$ cat src/rtl/bcd_pkg.sv
// bcd_pkg: shared constants for the decimal-to-BCD encoder.
//   N_DIGITS  width of the one-hot decimal input (10)
//   BCD_W     width of the BCD code (4)
//   SEG_*     7-segment patterns, active-high, bit order g f e d c b a
//   seg_of()  maps a BCD code (or an error flag) to its segment pattern;
//             used only when the BCD_SEG_OUT_EN build option is defined.
package bcd_pkg;

  localparam int N_DIGITS = 10;
  localparam int BCD_W    = 4;

  localparam logic [6:0] SEG_0    = 7'h3F;
  localparam logic [6:0] SEG_1    = 7'h06;
  localparam logic [6:0] SEG_2    = 7'h5B;
  localparam logic [6:0] SEG_3    = 7'h4F;
  localparam logic [6:0] SEG_4    = 7'h66;
  localparam logic [6:0] SEG_5    = 7'h6D;
  localparam logic [6:0] SEG_6    = 7'h7D;
  localparam logic [6:0] SEG_7    = 7'h07;
  localparam logic [6:0] SEG_8    = 7'h7F;
  localparam logic [6:0] SEG_9    = 7'h6F;
  localparam logic [6:0] SEG_DASH = 7'h40;

  // An error always shows a dash, regardless of the code that came with it.
  function automatic logic [6:0] seg_of(input logic [BCD_W-1:0] code,
                                        input logic err);
    logic [6:0] s;
    s = SEG_DASH;
    if (!err) begin
      case (code)
        4'd0:    s = SEG_0;
        4'd1:    s = SEG_1;
        4'd2:    s = SEG_2;
        4'd3:    s = SEG_3;
        4'd4:    s = SEG_4;
        4'd5:    s = SEG_5;
        4'd6:    s = SEG_6;
        4'd7:    s = SEG_7;
        4'd8:    s = SEG_8;
        4'd9:    s = SEG_9;
        default: s = SEG_DASH;
      endcase
    end
    return s;
  endfunction

endpackage

$ cat src/rtl/bcd_onehot_enc.sv
// bcd_onehot_enc: combinational one-hot to BCD priority encoder.
//   d_i      [N_DIGITS-1:0]  decimal digit lines, bit i = digit i
//   y_o      [BCD_W-1:0]     index of the highest set bit (0 when none set)
//   valid_o                  exactly one bit of d_i set
//   err_o                    d_i all-zero or more than one bit set
module bcd_onehot_enc
  import bcd_pkg::*;
(
  input  logic [N_DIGITS-1:0] d_i,
  output logic [BCD_W-1:0]    y_o,
  output logic                valid_o,
  output logic                err_o
);

  logic onehot;

  // Ascending scan: the last hit wins, giving priority to the larger digit.
  always_comb begin
    y_o = '0;
    for (int i = 0; i < N_DIGITS; i++) begin
      if (d_i[i]) y_o = BCD_W'(i);
    end
  end

  // Clearing the lowest set bit leaves zero only for a single-bit word.
  assign onehot  = (d_i != '0) && ((d_i & (d_i - N_DIGITS'(1))) == '0);
  assign valid_o = onehot;
  assign err_o   = ~onehot;

endmodule

$ cat src/rtl/bcd.sv
// bcd: registered decimal-to-BCD encoder, front-end of the 7-segment path.
//   clk    system clock, rising edge
//   rst    asynchronous active-high reset
//   d      [9:0] one-hot decimal input
//   y      [3:0] registered BCD code (highest set digit wins)
//   valid  registered: sampled d was exactly one-hot
//   err    registered: sampled d was all-zero or multi-hot
//   seg    [6:0] registered segment pattern, g..a, dash on error
//          (present only when BCD_SEG_OUT_EN is defined)
// Latency from d to all outputs is one clock.
module bcd
  import bcd_pkg::*;
(
  input  logic                clk,
  input  logic                rst,
  input  logic [N_DIGITS-1:0] d,
`ifdef BCD_SEG_OUT_EN
  output logic [6:0]          seg,
`endif
  output logic [BCD_W-1:0]    y,
  output logic                valid,
  output logic                err
);

  logic [BCD_W-1:0] y_d, y_q;
  logic             valid_d, valid_q;
  logic             err_d, err_q;

  bcd_onehot_enc u_enc (
    .d_i     (d),
    .y_o     (y_d),
    .valid_o (valid_d),
    .err_o   (err_d)
  );

  // Output register stage
  always_ff @(posedge clk or posedge rst) begin
    if (rst) begin
      y_q     <= '0;
      valid_q <= 1'b0;
      err_q   <= 1'b0;
    end else begin
      y_q     <= y_d;
      valid_q <= valid_d;
      err_q   <= err_d;
    end
  end

  assign y     = y_q;
  assign valid = valid_q;
  assign err   = err_q;

`ifdef BCD_SEG_OUT_EN
  logic [6:0] seg_d, seg_q;

  // Looked up from the unregistered code so seg lines up with y.
  assign seg_d = seg_of(y_d, err_d);

  always_ff @(posedge clk or posedge rst) begin
    if (rst) seg_q <= 7'h00;
    else     seg_q <= seg_d;
  end

  assign seg = seg_q;
`endif

endmodule

$ cat config.mk
export PLATFORM = sky130hd
export DESIGN_NAME = bcd
export DESIGN_NICKNAME = d
export VERILOG_FILES = /design/src/rtl/bcd_pkg.sv /design/src/rtl/bcd_onehot_enc.sv /design/src/rtl/bcd.sv
export SDC_FILE = /design/constraint.sdc
export NUM_CORES = 1
export LEC_CHECK = 0
export CAP_MARGIN = 20
export CORE_AREA = 2 2 39 41
export CTS_CLUSTER_SIZE = 30
export DETAILED_ROUTE_END_ITERATION = 16
export DIE_AREA = 0 0 41 43
export REMOVE_ABC_BUFFERS = 1
export SLEW_MARGIN = 40
export SYNTH_ARGS = -nofsm -noshare
export SYNTH_HDL_FRONTEND = slang
export SYNTH_SLANG_ARGS = --single-unit
export TNS_END_PERCENT = 50
$ cat constraint.sdc
create_clock -name clk -period 1.35 [get_ports clk]
set_clock_uncertainty 0.05 [all_clocks]
set_input_delay 0.27 -clock clk [delete_from_list [all_inputs] [get_ports clk]]
set_output_delay 0.27 -clock clk [all_outputs]
set_load 0.01 [all_outputs]
---- After elaboration in Yosys (flattened, before gate mapping) ----
Cells that the tools add are included.
word-level totals
  bits of input ports ..................... 12
  register bits ........................... 6
  logic and storage cells ................. 18
operators by class
  reductions and logical operators ........ 3
  bitwise operators ....................... 2
  add/sub/neg operators ................... 1
  multiplexer cells ....................... 9
operators by type and width
  operator                                                               number
  3-bit two-way mux                                                      4
  10-bit AND                                                             1
  10-bit logical NOT                                                     1
  10-bit nonzero test                                                    1
  10-bit by 1-bit subtractor with 10-bit output (second input constant)  1
  4-bit two-way mux                                                      2
  2-bit two-way mux                                                      2
  1-bit logical AND                                                      1
  1-bit two-way mux                                                      1
  1-bit inverter                                                         1

---- Longest topological paths before layout ----
  depth in word-level cells ............... 9
  gate-level depth with buffers ........... 5

---- Hierarchy ----
A second synthesis with hierarchy kept.
second synthesis, totals
  cells, all modules ...................... 38
  area, all modules ....................... 352.8 um2
by module, submodules not included
  module          area each (um2)  instances  seq. area each (um2)  cells an instance
  bcd_onehot_enc  198.9            1          0.0                   31
  bcd             153.9            1          150.1                 7

---- Worst setup path after synthesis ----
Ideal clock, no wire load.
  kind .................................... input -> register
  start ................................... input port d[1]
  end ..................................... register err_q (netlist: err)
  stages on the path ...................... 5
  slack ................................... -73 ps
  arrival ................................. 1242 ps
  buffers on the path ..................... 0
  required time ........................... 1169 ps
  cell sequence ........................... nor4_4 > nand2b_2 > a211oi_2 > nor3_1 > or3_1
on the way
  cells in the longest elaborated chain, start to end .. 5
  elaborated cells between the ends (all ways) .. 6
  those cells by class .................... add/sub (1); bitwise (2); reduce/logical (3)
ends and longest elaborated chain
  what                                           RTL line              RTL
  from (decl)                                    bcd.sv:16             input logic [N_DIGITS-1:0] d,
  10-bit by 1-bit subtractor with 10-bit output  bcd_onehot_enc.sv:26  assign onehot = (d_i != '0) && ((d_i & (d_i - N_DIGITS'(1))) == '0);
  10-bit AND                                     bcd_onehot_enc.sv:26
  10-bit logical NOT                             bcd_onehot_enc.sv:26
  1-bit logical AND *                            bcd_onehot_enc.sv:26
  1-bit inverter *                               bcd_onehot_enc.sv:28  assign err_o = ~onehot;
  net err_d                                      bcd.sv:27             logic err_d, err_q;
  to (signal assigned)                           bcd.sv:45             err_q <= err_d;
  to (decl)                                      bcd.sv:27
The timed path passes the listed nets; every way through them passes the cells marked *.

---- Worst setup path after layout ----
  start ................................... input port d[0]
  end ..................................... register err_q (netlist: err)
Same word-level chain as after synthesis.

==> results.cfg <==
[run_status]
status = finished with violations
violations = negative setup slack

[critical_path]
slowest_stage = or3_1
critical-path-max-stage-delay_ps = 340
path_cells = buf_8, nor4_4, nand2b_2, a211oi_2, nor3_2, or3_1
path_class = in2reg
cp.arrival_ps = 1460
worst_ep_required_time_ps = 1420
critPathMaxFanout = 3
startpoint_type = primary input
end_kind = flop

[sta]
timing.fmax_mhz = 723
worst_slack_ps = -32.3
period_share = 1.02
slew_headroom = 0.817
tightest_slew_ps = 273
whs_ps = 182
final_max_slew_viol_count = 0
hold_viol = 0
rsz0062_at_grt = yes
setup_violations = 1
layout_min_cycle_time_ps = 1380

[grt]
grt.overflow.total = 0
grt.total_usage = 0.113
grt_pass1_wl_um = 1380
antenna_found_initial = 0
grt_max_degree = 7
grt_pass1_vias = 373

[detailed_routing]
postRouteWirelength_um = 951
drc = 0
firstDrtPassIters = 1
routed_via_density = 4.53
routedWlPerCell_um = 10.8
antenna_left = 0
drt_iter0_markers = 0
dr_total_vias = 399

[die]
die_h_um = 43
die_width_um = 41
coreArea_sq_mm = 0.00138
start_util = 0.245
io_pins = 18
die-area_sq_mm = 0.00176
rows = 14

[placement]
port_buffers = 17
gp_congestion = 0.771
dp.final_hpwl_um = 682
placed_area_sq_um = 627

[yosys]
syn_avg_cell_area_sq_um = 9.42
ys_ff_latch = 6
ys_warn_count = 0
synthCells = 36
synth_seq_area_share = 0.443
yosysTopAreaCellShare = 0.443
syn-cell-area_sq_um = 339
ys_top_cells_by_area = dfrtp_1 (44%), nor4_4 (6.3%), a21oi_1 (5.9%), nor3_1 (5.9%), nor2_1 (5.5%)
yosysUniqueCellTypes = 17
synth_area_leader_cell = dfrtp_1

[clock_network]
numClockSinks = 6
clock_path_buffers = 2
cts_tree = done
path_clk_slew_ps = 50
cts-root-buf = clkbuf_4
h-tree-depth = 1
cts_inserted_buffers = 3

[power_and_ir_drop]
leakagePower_nw = 0.336
ir_drop_mv = 0.226
power_density_mw_per_mm2 = 700

[cells_and_area]
final_nets = 86
syn_to_final_growth_pct = 108
drive_gt1_frac = 0.486
num-fill-cells = 126
antenna_cells = 0
stdcell_area_sq_um = 704

[job]
drv_cap = 0

[worst_hold_path]
hold_path_class = in2async
-- Yosys cell counts (all sizes together) --
cell type,number
a31oi,1
nor2b,1
nor4,3
maj3,1
dfrtp,6
or3,1
nor3,4
a21oi,4
xor2,1
o21ai,1
nor2,5
nand2b,1
o21bai,2
a211oi,1
or2,1
inv,3
-- sequential cells by signal, summed over array words and instances, names as in the netlist --
signal and flops:
valid 1, y 4, err 1
-- worst max-delay path, delay by kind of cell --
kind                   cells  cell delay, ps
AO/OA/AOI/OAI              1             240
AND/OR/NAND/NOR            4             850
buffers and inverters      1             100
-- metal layers --
layer  GRT usage  vias up  wire (um)  share of wire
li1            -      202          -              -
met1       0.112      183        379           0.40
met2       0.197       12        504           0.53
met3      0.0157        2         44          0.046
met4      0.0800        0         23          0.024
met5           0        -          0              0
-- timing repair --
item	in CTS	in global routing
pin swaps	7	6
setup endpoints to repair	9	2
resized for setup	27	12
setup buffers	1	2
cloned	0	0
hold buffers	0	0
-- cell type report --
type / count / area (sq um) / area share
clock buffers: 3 / 22.5 / 0.0320
repair buffers: 33 / 280 / 0.398
inverters: 3 / 11.3 / 0.0160
well taps: 16 / 20.0 / 0.0284
flip-flops and latches: 6 / 150 / 0.213
multi-input cells: 27 / 220 / 0.313
-- logic make-up after synthesis --
| logic type | after synthesis | share of synthesized area |
|---|---|---|
| and+or+nand+nor | 16 | 0.295 |
| xor gates and xnor gates | 1 | 0.0258 |
| buffers and inverters | 3 | 0.0332 |
| DFF | 6 | 0.443 |
| AOI/OAI and AO/OA | 9 | 0.173 |
| adders and majority gates | 1 | 0.0295 |
-- power by group --
part / switching [W] / internal [W] / leakage, nW / total [W]
logic: 0.0000589 / 0.0000749 / 0.253 / 0.000134
clock network: 0.0000694 / 0.000101 / 0.0138 / 0.000170
registers: 0.00000154 / 0.000187 / 0.0698 / 0.000189
total: 0.000130 / 0.000363 / 0.336 / 0.000493
-- per-stage QoR --
step,instances,util,worst slack (ps),setup TNS [ps],total power [W]
finish,88,0.509,-32.3,-32.3,0.000493
global route,88,0.509,-110,-110,0.000523
CTS,86,0.488,-67.4,-67.4,0.000489
detailed placement,82,0.453,-632,-1440,0.000320
global placement,82,0.453,-583,-1380,0.000319
floorplan,36,-,-72.9,-72.9,0.000226
-- how the worst max path moves through the flow --
stage                     from  end  slack (ps)  cells after the start
after global routing      d[0]  err        -110                      6
after detailed placement  d[1]  err        -630                      6
after CTS                 d[8]  err         -70                      5
after global placement    d[1]  err        -580                      6
after floorplan           d[1]  err         -70                      5
final                     d[0]  err         -30                      6
-- layout by cell type, fill, tap and decap left out, types with 2 or more instances in the layout --
| master | Yosys | layout |
|---|---|---|
| inv_1 | 3 | 3 |
| buf_4 | 0 | 14 |
| buf_6 | 0 | 2 |
| clkbuf_2 | 0 | 3 |
| a21oi_1 | 4 | 3 |
| nor2_1 | 5 | 5 |
| o21bai_1 | 2 | 2 |
| dfrtp_1 | 6 | 6 |
| clkbuf_4 | 0 | 3 |
| dlygate4sd2_1 | 0 | 10 |
| dlymetal6s2s_1 | 0 | 2 |
| nor3_2 | 0 | 3 |
No activity file was read; power rests on OpenSTA's default activity.
